--- config.mk ---
export PLATFORM = sky130hd
export DESIGN_NAME = timer_counter
export DESIGN_NICKNAME = d
export VERILOG_FILES = /design/src/rtl/timer_pkg.sv /design/src/rtl/timer_counter.sv
export SDC_FILE = /design/constraint.sdc
export NUM_CORES = 1
export LEC_CHECK = 0
export BUFFER_PORTS_ARGS = -buffer_cell sky130_fd_sc_hd__buf_2
export CAP_MARGIN = 20
export CORE_MARGIN = 4
export CORE_UTILIZATION = 45
export CTS_BUF_LIST = sky130_fd_sc_hd__clkbuf_4
export DETAILED_ROUTE_END_ITERATION = 10
export PLACE_DENSITY = 0.66
export SYNTH_ARGS = -nofsm -noshare
export SYNTH_HDL_FRONTEND = slang
export SYNTH_SLANG_ARGS = --single-unit
--- constraint.sdc ---
create_clock -name clk -period 3.4 [get_ports clk]
set_input_delay 0.68 -clock clk [delete_from_list [all_inputs] [get_ports clk]]
set_output_delay 0.68 -clock clk [all_outputs]
set_load 0.03 [all_outputs]
--- src/rtl/timer_pkg.sv ---
// Shared definitions for the memory-mapped down-counter peripheral:
// FSM states, register offsets, mode codes and CTRL bit positions.
package timer_pkg;

    typedef enum logic [1:0] {
        S_IDLE = 2'd0,
        S_LOAD = 2'd1,
        S_CNT  = 2'd2,
        S_INT  = 2'd3
    } state_e;

    localparam logic [1:0] CTRL_OFF   = 2'd0;
    localparam logic [1:0] PRESET_OFF = 2'd1;
    localparam logic [1:0] COUNT_OFF  = 2'd2;

    localparam logic [1:0] MODE_ONESHOT = 2'b00;
    localparam logic [1:0] MODE_RELOAD  = 2'b01;

    localparam int unsigned EN_BIT   = 0;
    localparam int unsigned MODE_LSB = 1;
    localparam int unsigned IM_BIT   = 3;

endpackage

--- src/rtl/timer_counter.sv ---
// Programmable down-counter with one-shot / auto-reload modes and a maskable
// interrupt request; register file, FSM and read mux in one module.
module timer_counter
    import timer_pkg::*;
#(
    parameter int unsigned CNT_W  = 32,
    parameter int unsigned CTRL_W = 4
) (
    input  logic        clk,
    input  logic        reset,
    input  logic [1:0]  addr,
    input  logic        we,
    input  logic [31:0] din,
    output logic [31:0] dout,
    output logic        irq
);

    state_e             state_q, state_d;
    logic [CTRL_W-1:0]  ctrl_q, ctrl_d;
    logic [CNT_W-1:0]   preset_q, preset_d;
    logic [CNT_W-1:0]   count_q, count_d;
    logic               irq_flag_q, irq_flag_d;

    always_ff @(posedge clk or posedge reset) begin
        if (reset) begin
            state_q    <= S_IDLE;
            ctrl_q     <= '0;
            preset_q   <= '0;
            count_q    <= '0;
            irq_flag_q <= 1'b0;
        end else begin
            state_q    <= state_d;
            ctrl_q     <= ctrl_d;
            preset_q   <= preset_d;
            count_q    <= count_d;
            irq_flag_q <= irq_flag_d;
        end
    end

    // A bus write consumes the cycle: the FSM and counter hold while it lands.
    always_comb begin
        state_d    = state_q;
        ctrl_d     = ctrl_q;
        preset_d   = preset_q;
        count_d    = count_q;
        irq_flag_d = irq_flag_q;

        if (we) begin
            case (addr)
                CTRL_OFF: begin
                    ctrl_d     = din[CTRL_W-1:0];
                    irq_flag_d = 1'b0;
                end
                PRESET_OFF: preset_d = din[CNT_W-1:0];
                default: ;
            endcase
        end else begin
            case (state_q)
                S_IDLE: begin
                    if (ctrl_q[EN_BIT]) begin
                        state_d    = S_LOAD;
                        irq_flag_d = 1'b0;
                    end
                end
                S_LOAD: begin
                    count_d = preset_q;
                    state_d = S_CNT;
                end
                S_CNT: begin
                    if (!ctrl_q[EN_BIT]) begin
                        state_d = S_IDLE;
                    end else if (count_q > CNT_W'(1)) begin
                        count_d = count_q - CNT_W'(1);
                    end else begin
                        count_d    = '0;
                        irq_flag_d = 1'b1;
                        state_d    = S_INT;
                    end
                end
                S_INT: begin
                    if (ctrl_q[MODE_LSB +: 2] == MODE_RELOAD) begin
                        irq_flag_d = 1'b0;
                    end else begin
                        ctrl_d[EN_BIT] = 1'b0;
                    end
                    state_d = S_IDLE;
                end
                default: state_d = S_IDLE;
            endcase
        end
    end

    always_comb begin
        dout = '0;
        case (addr)
            CTRL_OFF:   dout = 32'(ctrl_q);
            PRESET_OFF: dout = 32'(preset_q);
            COUNT_OFF:  dout = 32'(count_q);
            default:    dout = '0;
        endcase
    end

    assign irq = ctrl_q[IM_BIT] & irq_flag_q;

endmodule
==> flow_summary.yaml, run 1 <==
critical_path:
  cp.required_ps: 3730
  path_max_fanout: 9
  end_kind: "flip-flop"
  start_kind: "flip-flop"
  slowest_delay_ps: 630
  cp_cell_sequence: "or4_1 -> nor4b_1 -> and4_1 -> buf_4 -> nor3_1 -> a221o_1"
  critical-path-slowest-cell: "or4_1"
  cp.arrival_ps: 3130
  crit_family: "simple AND/OR/NAND/NOR gates"
  crit_type: "flip-flop to flip-flop"
  path_buf_inv: 1
sta:
  grt_setup_unrepaired: "no"
  max_freq_mhz: 358
  setup_viol: 0
  slew_viol_final: 0
  tightest_slew_ps: 816
  max-slew-margin-rel: 0.451
  fin_crit_sh: 0.822
  period_minus_slack_ps: 2790
  final-hold-violation-count: 0
  fin_worst_skew_ps: 20.7
  tns_ps: 0
run:
  cap_viol_max_count: 0
clock_network:
  htree_levels: 3
  holdBufCountCts: 0
  insertion_delay_ps: 450
  cts_tree: "built"
  cts_root_buf: "clkbuf_4"
  path_clk_slew_ps: 130
  cts_buffer_depth: 2
  cts_buffers: 9
  post_cts_resized: 0
  cts_setup_buffers: 0
  clock_sinks: 71
routing:
  drc: 0
  wire_per_inst_um: 19.8
  antenna_left: 0
  vias: 3922
  drt_first_pass_iters: 5
  wirelength_mm: 12.2
  via_per_inst: 6.35
  dr.first_iter.drc_count: 311
finish:
  fin_util: 0.532
  drive_above_1_share: 0.296
  final_nets: 541
  final_common_cell: "dfrtp_1"
  layout_common_cells: "dfrtp_1 (71), buf_2 (69), nand2_1 (40)"
  syn2layout_area_growth_pct: 15.7
  antennaDiodeCount: 0
logic_synthesis:
  yosys_warnings: 0
  synth.area.mux_share: 0.110
  syn_inst: 437
  ys_types: 53
  synth_compound_area_frac: 0.243
  synthFlopType: "dfrtp_1"
  synthTopCellsByArea: "dfrtp_1 (42%), mux2_2 (9.1%), a22o_1 (7.5%), nand2_1 (3.6%), clkbuf_1 (2.4%)"
  ys_seq_elements: 71
  syn_area_mm2: 0.00421
  synth_top_area_frac: 0.422
  async_flop_share: 1.00
  synthXorXnorAreaFrac: 0
  syn_area_per_cell_um2: 9.63
  synth_top_family_by_area: "compound AO/OA/AOI/OAI gates"
  synth_fp_nets: 476
  synthAdderAreaFrac: 0.00595
  synth-simple-area-share: 0.172
  synth_sequential_area_ratio: 0.422
  synth_edf_count: 0
  yosys.area.top_type: "dfrtp_1"
global_route:
  antenna_found_initial: 0
  track_usage: 0.226
  grt_max_degree: 39
  grt_pass1_vias: 3948
  grt_overflow: 0
  grt_pass1_wl_mm: 20.0
outcome:
  status: "completed"
die:
  core_area_mm2: 0.00915
  start_util: 0.460
  die_h_um: 105
  row_count: 35
  io-pin-count: 70
  die_width_um: 105
  die_area_mm2: 0.0110
placement:
  gp_congestion: 0.860
  port-buffer-count: 69
  dp.final_hpwl_mm: 8.65
power:
  ir_drop_mv: 0.293
  pwr_density_cell_mw_per_mm2: 711
  p_leak_nw: 2.10
hold_path:
  hold_path.class: "primary input to asynchronous set/reset pin"
==> layout make-up <==
class / count / area, µm²
Timing Repair Buffer: 90 / 528
Multi-Input combinational cell: 318 / 2250
Clock buffer: 10 / 75.1
Fill cell: 884 / 4280
Inverter: 12 / 45.0
Tap cell: 111 / 139
Clock inverter: 6 / 60.1
Sequential cell: 71 / 1780
==> registers in the layout, summed over array words and instances, names as in the netlist <==
register    flops
ctrl_q          4
state_q         2
count_q        32
preset_q       32
irq_flag_q      1
==> routing by layer <==
metal | GRT usage | vias up | wire (µm)
met2 | 0.353 | 143 | 5670
met5 | 0 | - | 0
met4 | 0.0815 | 0 | 229
met1 | 0.314 | 1942 | 5640
met3 | 0.0445 | 22 | 690
li1 | - | 1815 | -
==> metrics by stage <==
stage	instances	hold slack (ps)	setup WS, ps	cell area, µm²	power (mW)
2_1_floorplan	437	482	704	4210	2.44
3_3_place_gp	602	511	717	4730	2.86
3_5_place_dp	602	514	661	4730	2.90
4_1_cts	618	380	624	4870	3.46
5_1_grt	618	415	418	4870	3.69
6_report	618	361	606	4870	3.46
==> path summary, 6_finish.rpt <==
kind | start | endpoint | slack [ps] | cells past startpoint
setup / recovery | count_q[4] | count_q[15] | 610 | 6
hold / removal | reset | ctrl_q[1] | 360 | 2
setup reg to reg | count_q[4] | count_q[15] | 610 | 6
hold reg to reg | preset_q[28] | preset_q[28] | 540 | 1
max in group asynchronous | reset | count_q[8] | 2360 | 3
min in group clk | din[4] | preset_q[4] | 450 | 2
==> worst register-to-register path: stages (launching register included) <==
cell and delay (ps):
dfrtp_1 490, or4_1 630, nor4b_1 500, and4_1 470
buf_4 220, nor3_1 60, a221o_1 310
==> power breakdown <==
| group | internal [mW] | leakage [nW] | total (mW) | switching, mW |
|---|---|---|---|---|
| clock network | 0.230 | 0.0742 | 0.554 | 0.324 |
| logic | 0.586 | 1.18 | 1.38 | 0.792 |
| registers | 1.11 | 0.845 | 1.53 | 0.415 |
==> synth_stat cells, types with 8 or more instances <==
cell	instances
a21oi_1	20
a22o_1	36
and3_1	10
clkbuf_1	27
dfrtp_1	71
inv_1	12
mux2_2	34
mux2i_1	8
nand2_1	40
nor2_1	16
nor3_1	10
nor4_1	12
o211ai_1	13
o21ai_0	17
o41ai_1	9
==> cell families (layout without fill, tap and decap cells) <==
group	after synthesis	in the layout
AND/OR/NAND/NOR	137	137
AO/OA/AOI/OAI	137	137
buffers and inverters	48	118
adder cells (fa/ha/maj)	2	2
flip-flops	71	71
multiplexers	42	42
No activity file was read; power rests on OpenSTA's default activity.
==> run 2, diff against run 1 <==
PLACE_DENSITY = 0.69   (was 0.66)
clock period = 2.4 ns   (was 3.4 ns; I/O delays follow)
==> run 2 against run 1 <==
Combinational power up 80%. Clock power up 42%. Critical endpoint is now count_q[21]. Register-to-register slack worse by 590 ps. Final area up 7.1%.
==> flow_summary.yaml, run 2 (synthesis gave the netlist of run 1 again) <==
outcome:
  status: "completed"
die:
  core_area_mm2: 0.00915
  row_count: 35
  start_util: 0.460
  die_h_um: 105
  io-pin-count: 70
  die_width_um: 105
  die_area_mm2: 0.0110
hold_path:
  hold_path.class: "primary input to asynchronous set/reset pin"
clock_network:
  cts_buffer_depth: 2
  path_clk_slew_ps: 140
  cts_buffers: 9
  insertion_delay_ps: 440
  htree_levels: 3
  cts_tree: "built"
  cts_root_buf: "clkbuf_4"
  clock_sinks: 71
critical_path:
  cp.required_ps: 2740
  crit_type: "flip-flop to flip-flop"
  timing.rr.start: "count_q[14]"
  cp.arrival_ps: 2720
  reg2reg_to: "count_q[21]"
  end_kind: "flip-flop"
  path_max_fanout: 3
  r2r_cells: 5
  start_kind: "flip-flop"
  reg2reg_slack_ps: 20
routing:
  via_per_inst: 6.35
  wirelength_mm: 12.5
  antenna_left: 0
  drt_first_pass_iters: 5
  wire_per_inst_um: 19.3
  drc: 0
  dr.first_iter.drc_count: 358
  vias: 4123
power:
  total_power_mw: 5.26
  p_leak_nw: 2.28
  pwr_density_cell_mw_per_mm2: 1010
  ir_drop_mv: 0.418
placement:
  port-buffer-count: 69
  dp.final_hpwl_mm: 8.74
  placedCellCount: 630
  gp_congestion: 0.948
  place_ws_ps: -32.5
sta:
  max-slew-margin-rel: 0.571
  grt_setup_unrepaired: "yes"
  fin_crit_sh: 0.993
  fin_worst_skew_ps: 20.6
  period_minus_slack_ps: 2380
  max_freq_mhz: 419
  tns_ps: 0
  setup_viol: 0
  layout_setup_ws_ps: 16.0
  final-hold-violation-count: 0
  tightest_slew_ps: 642
  slew_viol_final: 0
finish:
  final_common_cell: "dfrtp_1"
  n_fill_cell: 840
  layout_common_cells: "dfrtp_1 (71), buf_2 (69), buf_4 (46)"
  final_nets: 572
  layout.cells.non_filler: 649
  top_regs: "count_q x32, preset_q x32, ctrl_q x4"
  drive_above_1_share: 0.362
  syn2layout_area_growth_pct: 24.0
  antennaDiodeCount: 0
run:
  cap_viol_max_count: 0
global_route:
  grt_max_degree: 34
  antenna_found_initial: 0
  track_usage: 0.231
  grt_pass1_wl_mm: 20.7
  grt_pass1_vias: 4086
  grt_overflow: 0
run 2: changes by cell type in the layout (fill, tap and decap cells not counted), moves of 2 or more:
cell,before,now
nor4_2,0,2
buf_12,2,5
nand3_2,0,2
buf_4,19,46
nand3_1,7,5
nor4_1,12,9
run 2: cell type report:
cell class	count	area, µm²	share of cell area
clock buffer	10	75.1	0.0144
clock inverter	6	61.3	0.0118
inverter	12	45.0	0.00863
multi-input combinational	318	2320	0.444
sequential	71	1780	0.341
tap	111	139	0.0266
timing repair buffer	121	802	0.154
run 2: report_power, final:
group / internal (mW) / switching (mW) / total, mW
clock: 0.326 / 0.462 / 0.787
combinational: 1.06 / 1.43 / 2.49
sequential: 1.58 / 0.407 / 1.98
run 2: what timing repair did:
item | CTS | global route
pin swaps | 0 | 1
cloned | 0 | 0
hold endpoints to repair | 0 | 0
hold buffers | 0 | 0
buffers inserted | 0 | 3
resized for setup | 4 | 11
endpoints found under the setup margin | 21 | 14
run 2: per-layer routing:
metal	vias to the layer above	GRT usage	part of all wire	routed length, µm
met5	-	0	0	0
met1	2023	0.318	0.44	5460
met4	0	0.0797	0.017	219
li1	1879	-	-	-
met3	29	0.0414	0.067	841
met2	192	0.369	0.48	6010
run 2: worst max-delay path by stage:
| stage | slack [ps] | to | from | cells after the start |
|---|---|---|---|---|
| CTS | 10 | count_q[27] | count_q[14] | 6 |
| detailed placement | -30 | count_q[29] | count_q[14] | 8 |
| floorplan | -10 | count_q[21] | count_q[4] | 6 |
| global placement | 50 | count_q[15] | count_q[14] | 8 |
| finish | 20 | count_q[21] | count_q[14] | 5 |
| global route | -80 | count_q[21] | count_q[14] | 5 |
run 2: metrics by stage:
step                hold WS [ps]  area (µm²)   util
floorplan                    482        4230      -
global placement             509        4980  0.544
detailed placement           514        4980  0.544
CTS                          129        5130  0.561
global route                 162        5220  0.570
finish                       115        5220  0.570
run 2: critical path, cell delays in order, from the launching register on:
cell and delay [ps]:
dfrtp_1 410, or4_4 540, or4_4 440, or4_1 440
a31o_1 230, a22o_1 220
